<file path="src/rtl/sp_pkg.sv">
// Shared types and widths for the SP dispatch block: FSM states, field widths and
// the effective-lane-count helper.
package sp_pkg;

    typedef enum logic [2:0] {
        S_IDLE = 3'd0,
        S_RD   = 3'd1,
        S_LD   = 3'd2,
        S_WACK = 3'd3,
        S_DONE = 3'd4
    } state_t;

    localparam int OPC_W         = 6;
    localparam int MOD_W         = 3;
    localparam int REG_W         = 9;
    localparam int PRED_W        = 3;
    localparam int TID_W         = 5;
    localparam int CNT_W         = 8;
    localparam int DATA_W        = 32;
    localparam int WARP_SIZE_DEF = 32;

    // Scalar instructions issue one lane; vector counts are clamped to the warp width.
    function automatic logic [CNT_W-1:0] eff_lanes(input logic si,
                                                   input logic [CNT_W-1:0] cnt,
                                                   input int warp);
        if (si) return CNT_W'(1);
        if (int'(cnt) > warp) return CNT_W'(warp);
        return cnt;
    endfunction

endpackage

</file>
<file path="src/rtl/sp_dispatch_wdt.sv">
// Ack-wait watchdog: counts consecutive un-acked WACK cycles and flags the last allowed one.
module sp_dispatch_wdt #(
    parameter int TIMEOUT_CYCLES = 1024
) (
    input  logic clk,
    input  logic Resetn,
    input  logic count_i,
    output logic expire_o
);
    localparam int CW = $clog2(TIMEOUT_CYCLES + 1);

    logic [CW-1:0] cnt_q;
    logic [CW-1:0] cnt_d;

    assign cnt_d    = count_i ? cnt_q + CW'(1) : '0;
    assign expire_o = count_i && (cnt_q == CW'(TIMEOUT_CYCLES - 1));

    always_ff @(posedge clk) begin
        if (!Resetn) cnt_q <= '0;
        else         cnt_q <= cnt_d;
    end

endmodule

</file>
<file path="src/rtl/sp_dispatch.sv">
// SP issue FSM: per-lane operand read, SP start/ack handshake, writeback forwarding.
// Optional ack watchdog is compiled in with `define SP_DISPATCH_TIMEOUT_EN.
module sp_dispatch
    import sp_pkg::*;
#(
    parameter int WARP_SIZE      = WARP_SIZE_DEF,
    parameter int TIMEOUT_CYCLES = 1024
) (
    input  logic              clk,
    input  logic              Resetn,
    input  logic              inst_valid,
    output logic              inst_ready,
    input  logic [OPC_W-1:0]  inst_opcode,
    input  logic [MOD_W-1:0]  inst_modifier,
    input  logic [REG_W-1:0]  inst_sa,
    input  logic [REG_W-1:0]  inst_sb,
    input  logic [REG_W-1:0]  inst_sc,
    input  logic [REG_W-1:0]  inst_addr_d,
    input  logic [PRED_W-1:0] inst_sp,
    input  logic [PRED_W-1:0] inst_dp,
    input  logic              inst_si,
    input  logic [CNT_W-1:0]  inst_thread_cnt,
    output logic              rf_re,
    output logic [TID_W-1:0]  rf_tid,
    output logic [REG_W-1:0]  rf_addr_a,
    output logic [REG_W-1:0]  rf_addr_b,
    output logic [REG_W-1:0]  rf_addr_c,
    input  logic [DATA_W-1:0] rf_data_a,
    input  logic [DATA_W-1:0] rf_data_b,
    input  logic [DATA_W-1:0] rf_data_c,
    output logic              sp_ena,
    output logic              sp_clr,
    output logic              sp_start,
    output logic [DATA_W-1:0] sp_rs_a,
    output logic [DATA_W-1:0] sp_rs_b,
    output logic [DATA_W-1:0] sp_rs_c,
    output logic [REG_W-1:0]  sp_addr_d,
    output logic [PRED_W-1:0] sp_Sp,
    output logic [PRED_W-1:0] sp_Dp,
    output logic [MOD_W-1:0]  sp_modifier,
    output logic              sp_Si,
    output logic [OPC_W-1:0]  sp_opcode,
    output logic [CNT_W-1:0]  sp_thread_cnt,
    input  logic [DATA_W-1:0] sp_out,
    input  logic [REG_W-1:0]  sp_des_addr,
    input  logic [PRED_W-1:0] sp_des_pre,
    input  logic [TID_W-1:0]  sp_cnt,
    input  logic              sp_ack,
    input  logic              sp_set_pc_req,
    input  logic              sp_outen,
    output logic              wb_en,
    output logic [TID_W-1:0]  wb_tid,
    output logic [REG_W-1:0]  wb_addr,
    output logic [PRED_W-1:0] wb_pre,
    output logic [DATA_W-1:0] wb_data,
    output logic              done,
    output logic              done_set_pc,
    output logic              err_timeout
);
    state_t            state_q;
    logic              inst_ready_q, rf_re_q, sp_ena_q, sp_clr_q, sp_start_q;
    logic              done_q, done_set_pc_q, pc_flag_q, wb_en_q, si_q;
    logic [TID_W-1:0]  tid_q, wb_tid_q;
    logic [CNT_W-1:0]  n_q, n_d;
    logic [REG_W-1:0]  sa_q, sb_q, sc_q, addr_d_q, wb_addr_q;
    logic [PRED_W-1:0] sp_q, dp_q, wb_pre_q;
    logic [MOD_W-1:0]  mod_q;
    logic [OPC_W-1:0]  opc_q;
    logic [DATA_W-1:0] rs_a_q, rs_b_q, rs_c_q, wb_data_q;
    logic              accept_d, more_lanes_d;

    assign n_d          = eff_lanes(inst_si, inst_thread_cnt, WARP_SIZE);
    assign accept_d     = (state_q == S_IDLE) && inst_valid && inst_ready_q;
    assign more_lanes_d = (CNT_W'(tid_q) + CNT_W'(1)) < n_q;

`ifdef SP_DISPATCH_TIMEOUT_EN
    logic wdt_expire;
    logic err_timeout_q;

    sp_dispatch_wdt #(
        .TIMEOUT_CYCLES(TIMEOUT_CYCLES)
    ) u_wdt (
        .clk     (clk),
        .Resetn  (Resetn),
        .count_i ((state_q == S_WACK) && !sp_ack),
        .expire_o(wdt_expire)
    );

    always_ff @(posedge clk) begin
        if (!Resetn)         err_timeout_q <= 1'b0;
        else if (wdt_expire) err_timeout_q <= 1'b1;
    end

    assign err_timeout = err_timeout_q;
`else
    assign err_timeout = 1'b0;
`endif

    // Registered-output FSM; single-cycle strobes default low each cycle.
    always_ff @(posedge clk) begin
        if (!Resetn) begin
            state_q       <= S_IDLE;
            inst_ready_q  <= 1'b1;
            rf_re_q       <= 1'b0;
            sp_ena_q      <= 1'b0;
            sp_clr_q      <= 1'b0;
            sp_start_q    <= 1'b0;
            done_q        <= 1'b0;
            done_set_pc_q <= 1'b0;
            pc_flag_q     <= 1'b0;
            tid_q         <= '0;
            n_q           <= '0;
            sa_q          <= '0;
            sb_q          <= '0;
            sc_q          <= '0;
            addr_d_q      <= '0;
            sp_q          <= '0;
            dp_q          <= '0;
            mod_q         <= '0;
            opc_q         <= '0;
            si_q          <= 1'b0;
            rs_a_q        <= '0;
            rs_b_q        <= '0;
            rs_c_q        <= '0;
            wb_en_q       <= 1'b0;
            wb_tid_q      <= '0;
            wb_addr_q     <= '0;
            wb_pre_q      <= '0;
            wb_data_q     <= '0;
        end else begin
            rf_re_q       <= 1'b0;
            sp_clr_q      <= 1'b0;
            sp_start_q    <= 1'b0;
            done_q        <= 1'b0;
            done_set_pc_q <= 1'b0;

            wb_en_q <= sp_outen;
            if (sp_outen) begin
                wb_data_q <= sp_out;
                wb_addr_q <= sp_des_addr;
                wb_pre_q  <= sp_des_pre;
                wb_tid_q  <= sp_cnt;
            end

            if ((state_q != S_IDLE) && sp_set_pc_req) pc_flag_q <= 1'b1;

            case (state_q)
                S_IDLE: begin
                    if (accept_d) begin
                        sa_q         <= inst_sa;
                        sb_q         <= inst_sb;
                        sc_q         <= inst_sc;
                        addr_d_q     <= inst_addr_d;
                        sp_q         <= inst_sp;
                        dp_q         <= inst_dp;
                        mod_q        <= inst_modifier;
                        opc_q        <= inst_opcode;
                        si_q         <= inst_si;
                        n_q          <= n_d;
                        tid_q        <= '0;
                        sp_clr_q     <= 1'b1;
                        sp_ena_q     <= 1'b1;
                        inst_ready_q <= 1'b0;
                        if (n_d == '0) begin
                            state_q <= S_DONE;
                        end else begin
                            state_q <= S_RD;
                            rf_re_q <= 1'b1;
                        end
                    end else begin
                        inst_ready_q <= 1'b1;
                    end
                end
                S_RD: begin
                    state_q <= S_LD;
                end
                S_LD: begin
                    rs_a_q     <= rf_data_a;
                    rs_b_q     <= rf_data_b;
                    rs_c_q     <= rf_data_c;
                    sp_start_q <= 1'b1;
                    state_q    <= S_WACK;
                end
                S_WACK: begin
                    if (sp_ack) begin
                        if (more_lanes_d) begin
                            tid_q   <= tid_q + TID_W'(1);
                            rf_re_q <= 1'b1;
                            state_q <= S_RD;
                        end else begin
                            state_q <= S_DONE;
                        end
`ifdef SP_DISPATCH_TIMEOUT_EN
                    end else if (wdt_expire) begin
                        pc_flag_q <= 1'b0;
                        state_q   <= S_DONE;
`endif
                    end
                end
                S_DONE: begin
                    done_q        <= 1'b1;
                    done_set_pc_q <= pc_flag_q;
                    pc_flag_q     <= 1'b0;
                    sp_ena_q      <= 1'b0;
                    state_q       <= S_IDLE;
                end
                default: begin
                    state_q <= S_IDLE;
                end
            endcase
        end
    end

    assign inst_ready    = inst_ready_q;
    assign rf_re         = rf_re_q;
    assign rf_tid        = tid_q;
    assign rf_addr_a     = sa_q;
    assign rf_addr_b     = sb_q;
    assign rf_addr_c     = sc_q;
    assign sp_ena        = sp_ena_q;
    assign sp_clr        = sp_clr_q;
    assign sp_start      = sp_start_q;
    assign sp_rs_a       = rs_a_q;
    assign sp_rs_b       = rs_b_q;
    assign sp_rs_c       = rs_c_q;
    assign sp_addr_d     = addr_d_q;
    assign sp_Sp         = sp_q;
    assign sp_Dp         = dp_q;
    assign sp_modifier   = mod_q;
    assign sp_Si         = si_q;
    assign sp_opcode     = opc_q;
    assign sp_thread_cnt = n_q;
    assign wb_en         = wb_en_q;
    assign wb_tid        = wb_tid_q;
    assign wb_addr       = wb_addr_q;
    assign wb_pre        = wb_pre_q;
    assign wb_data       = wb_data_q;
    assign done          = done_q;
    assign done_set_pc   = done_set_pc_q;

endmodule

</file>
<file path="config.mk">
export PLATFORM = sky130hd
export DESIGN_NAME = sp_dispatch
export DESIGN_NICKNAME = d
export VERILOG_FILES = /design/src/rtl/sp_pkg.sv /design/src/rtl/sp_dispatch_wdt.sv /design/src/rtl/sp_dispatch.sv
export SDC_FILE = /design/constraint.sdc
export NUM_CORES = 1
export LEC_CHECK = 0
export CAP_MARGIN = 30
export CELL_PAD_IN_SITES_DETAIL_PLACEMENT = 1
export CELL_PAD_IN_SITES_GLOBAL_PLACEMENT = 1
export CORE_MARGIN = 2
export CORE_UTILIZATION = 28
export DETAILED_ROUTE_END_ITERATION = 12
export GPL_TIMING_DRIVEN = 1
export PLACE_DENSITY = 0.79
export SKIP_LAST_GASP = 1
export SYNTH_ARGS = -nofsm -noshare
export SYNTH_HDL_FRONTEND = slang
export SYNTH_SLANG_ARGS = --single-unit
</file>
<file path="constraint.sdc">
create_clock -name clk -period 2.43 [get_ports clk]
set_input_delay 0.3645 -clock clk [delete_from_list [all_inputs] [get_ports clk]]
set_output_delay 0.3645 -clock clk [all_outputs]
set_load 0.1 [all_outputs]
</file>
======== Word level (Yosys, flattened, before mapping) ========
Index checks and enable logic that the tools add are counted.
storage, ports and cells
  logic and storage cells ................. 82
  flip-flop bits (word level) ............. 222
operators by class
  add/sub/neg operators ................... 2
  reduce and logical (&&, ||, !) cells .... 15
  multiplexer cells ....................... 27
  magnitude comparators ................... 2
  bitwise logic cells ..................... 1
  equality and inequality tests ........... 7
operator list
  kind                                                  number
  two-way mux 8 bit                                     4
  two-way mux 5 bit                                     3
  two-way mux 1 bit                                     12
  two-way mux 3 bit                                     4
  case mux 3 bit (4 select lines)                       1
  case mux 5 bit (2 select lines)                       1
  AND reduction 2 bit                                   5
  > comparator 8 x 6 -> 1 bit (second input constant)   1
  logical NOT 8 bit                                     1
  < comparator 6 x 8 -> 1 bit                           1
  adder 5 x 1 -> 6 bit (second input constant)          1
  equality test 3 x 2 -> 1 bit (second input constant)  2
  != test 2 bit (second input constant)                 3
  adder 5 x 1 -> 5 bit (second input constant)          1
  case mux 1 bit (2 select lines)                       2
  AND reduction 4 bit                                   1
  nonzero test 2 bit                                    2
  equality test 3 x 1 -> 1 bit (second input constant)  1
  equality test 3 bit (second input constant)           1
  logical AND 1 bit                                     3
  logical NOT 3 bit                                     1
  nonzero test 3 bit                                    1
  OR reduction 2 bit                                    1
  inverter 1 bit                                        1

======== Logic depth before layout (Yosys ltp) ========
  depth in word-level cells ............... 9
  gate-level depth with buffers ........... 9
  gate-level depth less buffers ........... 9

======== Least setup slack after synthesis ========
No wires, ideal clock.
  path kind ............................... register to register
  from .................................... reg tid_q[0], in the netlist rf_tid[0]
  to ...................................... reg tid_q[3], in the netlist rf_tid[3]
  required time ........................... 2.308 ns
  clock period less this slack ............ 3.050 ns
  path slack .............................. -0.620 ns
  path buffers ............................ 0
  stages on the path, launching flop included .. 10
  data arrival time ....................... 2.929 ns
  path through ............................ dfxtp_1 > ha_1 > nand3_1 > xnor2_1 > ha_1 > o21a_1 > o21ai_0 > a31oi_1 > a32o_2 > a221o_1
between the ends
  cells in the longest elaborated chain, start to end .. 4
ends and longest elaborated chain
  item                                                                                            line                                   RTL
  start: declaration                                                                              sp_dispatch.sv:63                      logic [TID_W-1:0] tid_q, wb_tid_q;
  start signal: assignment                                                                        sp_dispatch.sv:187                     tid_q <= tid_q + TID_W'(1);
  adder 5 x 1 -> 6 bit / adder 5 x 1 -> 5 bit (equally long branches)                             sp_dispatch.sv:74, sp_dispatch.sv:187
  < comparator 6 x 8 -> 1 bit / two-way mux 5 bit (equally long branches)                         sp_dispatch.sv:74, sp_dispatch.sv:186
  != test 2 bit (no source line) / two-way mux 5 bit (equally long branches)                      n/a
  AND reduction 4 bit (no source line) / case mux 5 bit (2 select lines) (equally long branches)  n/a
Parallel ways exist; a longest one is shown, timed or not. The select of a mux whose other input is x is not followed.
A chain may end at the register's enable or synchronous reset.

======== Worst setup path after layout ========
Same ends and word-level chain as after synthesis.

==> results.json <==
{
  "grt_max_degree": 112,
  "syn_nets": 1145,
  "wl_per_cell_um": 17.3,
  "synth.most_common_cell": "nand2_1",
  "wl_met1_mm": 11.2,
  "worstPathArrival_ns": 2.79,
  "cp_top_family": "compound AO/OA/AOI/OAI gates",
  "yosys-top-cells-area": "dfxtp_1, nand2_1, a21boi_1",
  "cpPeakStageDelay_ns": 0.39,
  "antenna_found_initial": 3,
  "placedCellCount": 1695,
  "tightest_slew_ns": 0.577,
  "required_ns": 2.85,
  "fin_crit_sh_pct": 97.6,
  "place_hpwl_mm": 21.8,
  "synth_cells": 928,
  "netlist_top_cells_count": "nand2_1, dfxtp_1, a21boi_1",
  "multi_input_area_mm2": 0.00370,
  "io-pin-count": 430,
  "hold_buffers": 0,
  "cts_buffers": 26,
  "routabilityCongestion": 0.811,
  "fp.dieW_um": 177,
  "grt_usage_pct": 17.8,
  "p_leak_nw": 5.59,
  "grt_pass1_wl_mm": 44.4,
  "first_global_vias": 8131,
  "report.final.slew_viol_count": 0,
  "worstPathCellList": "ha_4, nand3_1, xnor2_2, ha_1, o21a_1, o21ai_2, a31oi_2, a32o_2, a221o_1",
  "drv_cap": 0,
  "cp_num_buf_inv": 0,
  "n_fill_cell": 3422,
  "synth_cell_type_count": 48,
  "yosys_warnings": 0,
  "endpoint_kind": "register",
  "cp_max_fo": 6,
  "routed.top_layer": "met5",
  "setup_violations": 0,
  "synthArstFlopShare_pct": 0,
  "crit_path_start_kind": "register",
  "drive_gt1_share_pct": 22.2,
  "ctsRootBufferMaster": "clkbuf_16",
  "drt_iter0_markers": 275,
  "via_per_inst": 4.52,
  "peakVddDrop_mv": 0.591,
  "synthToLayoutAreaGrowth_pct": 60.2,
  "synth_top_area_cell": "dfxtp_1",
  "relSlewSlack_pct": 61.5,
  "hold_slack_ns": 0.166,
  "synth-edff-count": 0,
  "hp-class": "primary input to register",
  "route.detailed.drc": 0,
  "route.vias.total": 7896,
  "outcome": "complete, no violations",
  "firstDrtPassIters": 4,
  "die_area_mm2": 0.0315,
  "fin_tns_setup_ns": 0,
  "clk_latency_ns": 0.53,
  "seq_area_mm2": 0.00446,
  "initial_core_util_pct": 28.4,
  "path_class": "register to register",
  "dr_wl_met3_mm": 3.06,
  "cts_tree": "done",
  "cts_sinks": 222,
  "synth_top_area_share_pct": 52.8,
  "htreeDepth": 1,
  "ys_seq_area_share_pct": 52.8,
  "nets": 1551,
  "synth-seq-cells": 222,
  "core_area_mm2": 0.0296,
  "fin_skew_ns": 0.0143,
  "powerDensity_mw_per_mm2": 865,
  "antenna_left": 0,
  "rows": 63,
  "fin_cells": 1745,
  "final_util_pct": 45.5,
  "grt-ovfl-total": 0,
  "synth_ff_type": "dfxtp_1",
  "routed_wirelength_mm": 30.3,
  "syn_area_mm2": 0.00842,
  "min_period_ns": 2.37,
  "cts_buffer_depth": 3,
  "hold_viol": 0,
  "port_buffers": 428,
  "fp.dieH_um": 177,
  "avgSynthCellArea_um2": 9.07,
  "fmax_mhz": 422,
  "clkTransAtPathRegs_ns": 0.06,
  "dr_wl_met2_mm": 15.0,
  "crit_path_top_delay_cell": "dfxtp_4"
}
==> layout make-up <==
class | count | share of cell area (%)
sequential | 222 | 33.1
timing repair buffer | 445 | 29.0
multi-input combinational | 633 | 27.5
clock buffer | 43 | 6.12
tap | 390 | 3.62
clock inverter | 5 | 0.556
inverter | 6 | 0.167
antenna | 1 | 0.0185
==> metal layers <==
| layer | global-route usage [%] | vias to the layer above |
|---|---|---|
| li1 | - | 3845 |
| met1 | 18.5 | 3677 |
| met2 | 32.3 | 311 |
| met3 | 7.20 | 59 |
| met4 | 6.22 | 4 |
| met5 | 0 | - |
==> worst paths after layout <==
kind	end	cells after the start	slack [ns]	startpoint
max	rf_tid[3]	9	0.06	rf_tid[0]
min	inst_ready	2	0.17	Resetn
max reg2reg	rf_tid[3]	9	0.06	rf_tid[0]
min reg2reg	rf_addr_a[7]	2	0.45	rf_addr_a[7]
==> cells by family after synthesis <==
| group | count (synthesis) | share of synthesized area, % |
|---|---|---|
| fa+ha+maj | 6 | 0.892 |
| flops | 222 | 52.8 |
| simple gates | 396 | 20.5 |
| compound gates | 177 | 15.6 |
| other cells | 1 | 0.0445 |
| xor+xnor | 3 | 0.312 |
| buf+inv | 73 | 3.83 |
| mux | 50 | 5.96 |
==> registers in the layout, summed over array words and instances (netlist names), 9 cells and up <==
signal,cells
rf_addr_a,9
rf_addr_b,9
rf_addr_c,9
sp_addr_d,9
sp_rs_a,32
sp_rs_b,32
sp_rs_c,32
wb_addr,9
wb_data,32
==> per-stage QoR <==
stage,setup slack [ns],total power [W],area (µm²)
3_5_place_dp,0.0328,0.00770,12600
5_1_grt,-0.0411,0.0121,13500
3_3_place_gp,0.127,0.00765,12600
6_report,0.0584,0.0117,13500
2_1_floorplan,0.00325,0.00667,8450
4_1_cts,0.0294,0.0118,13500
==> where the power goes <==
part	total, W	switching [W]	leakage (nW)	internal (W)
Clock	0.00406	0.00155	0.446	0.00251
Combinational	0.00354	0.00262	3.32	0.000920
Sequential	0.00406	0.000146	1.82	0.00391
==> placed cells by master, fill, tap and decap left out, types with 2 or more instances in the layout <==
| cell | instances |
|---|---|
| a21boi_0 | 73 |
| a21boi_1 | 76 |
| a21oi_1 | 7 |
| a22o_1 | 2 |
| a22oi_1 | 5 |
| and2_1 | 3 |
| and3_1 | 5 |
| buf_12 | 4 |
| buf_4 | 232 |
| bufinv_16 | 2 |
| clkbuf_1 | 7 |
| clkbuf_16 | 27 |
| clkbuf_8 | 9 |
| clkdlybuf4s50_1 | 208 |
| clkinv_2 | 3 |
| dfxtp_1 | 213 |
| dfxtp_2 | 6 |
| dfxtp_4 | 3 |
| ha_1 | 5 |
| inv_1 | 5 |
| mux2i_1 | 49 |
| nand2_1 | 302 |
| nand3_1 | 3 |
| nor2_1 | 7 |
| nor2b_1 | 57 |
| nor3_1 | 4 |
| nor3_4 | 3 |
| nor3b_1 | 2 |
| o21a_1 | 2 |
| o21ai_0 | 2 |
==> what timing repair did <==
item                                    in CTS  in global routing
endpoints found under the setup margin       1                  3
hold endpoints to repair                     0                  0
resized for setup                            1                  4
pin swaps                                    0                  2
buffers inserted                             0                  1
(Power assumes the default switching activity.)
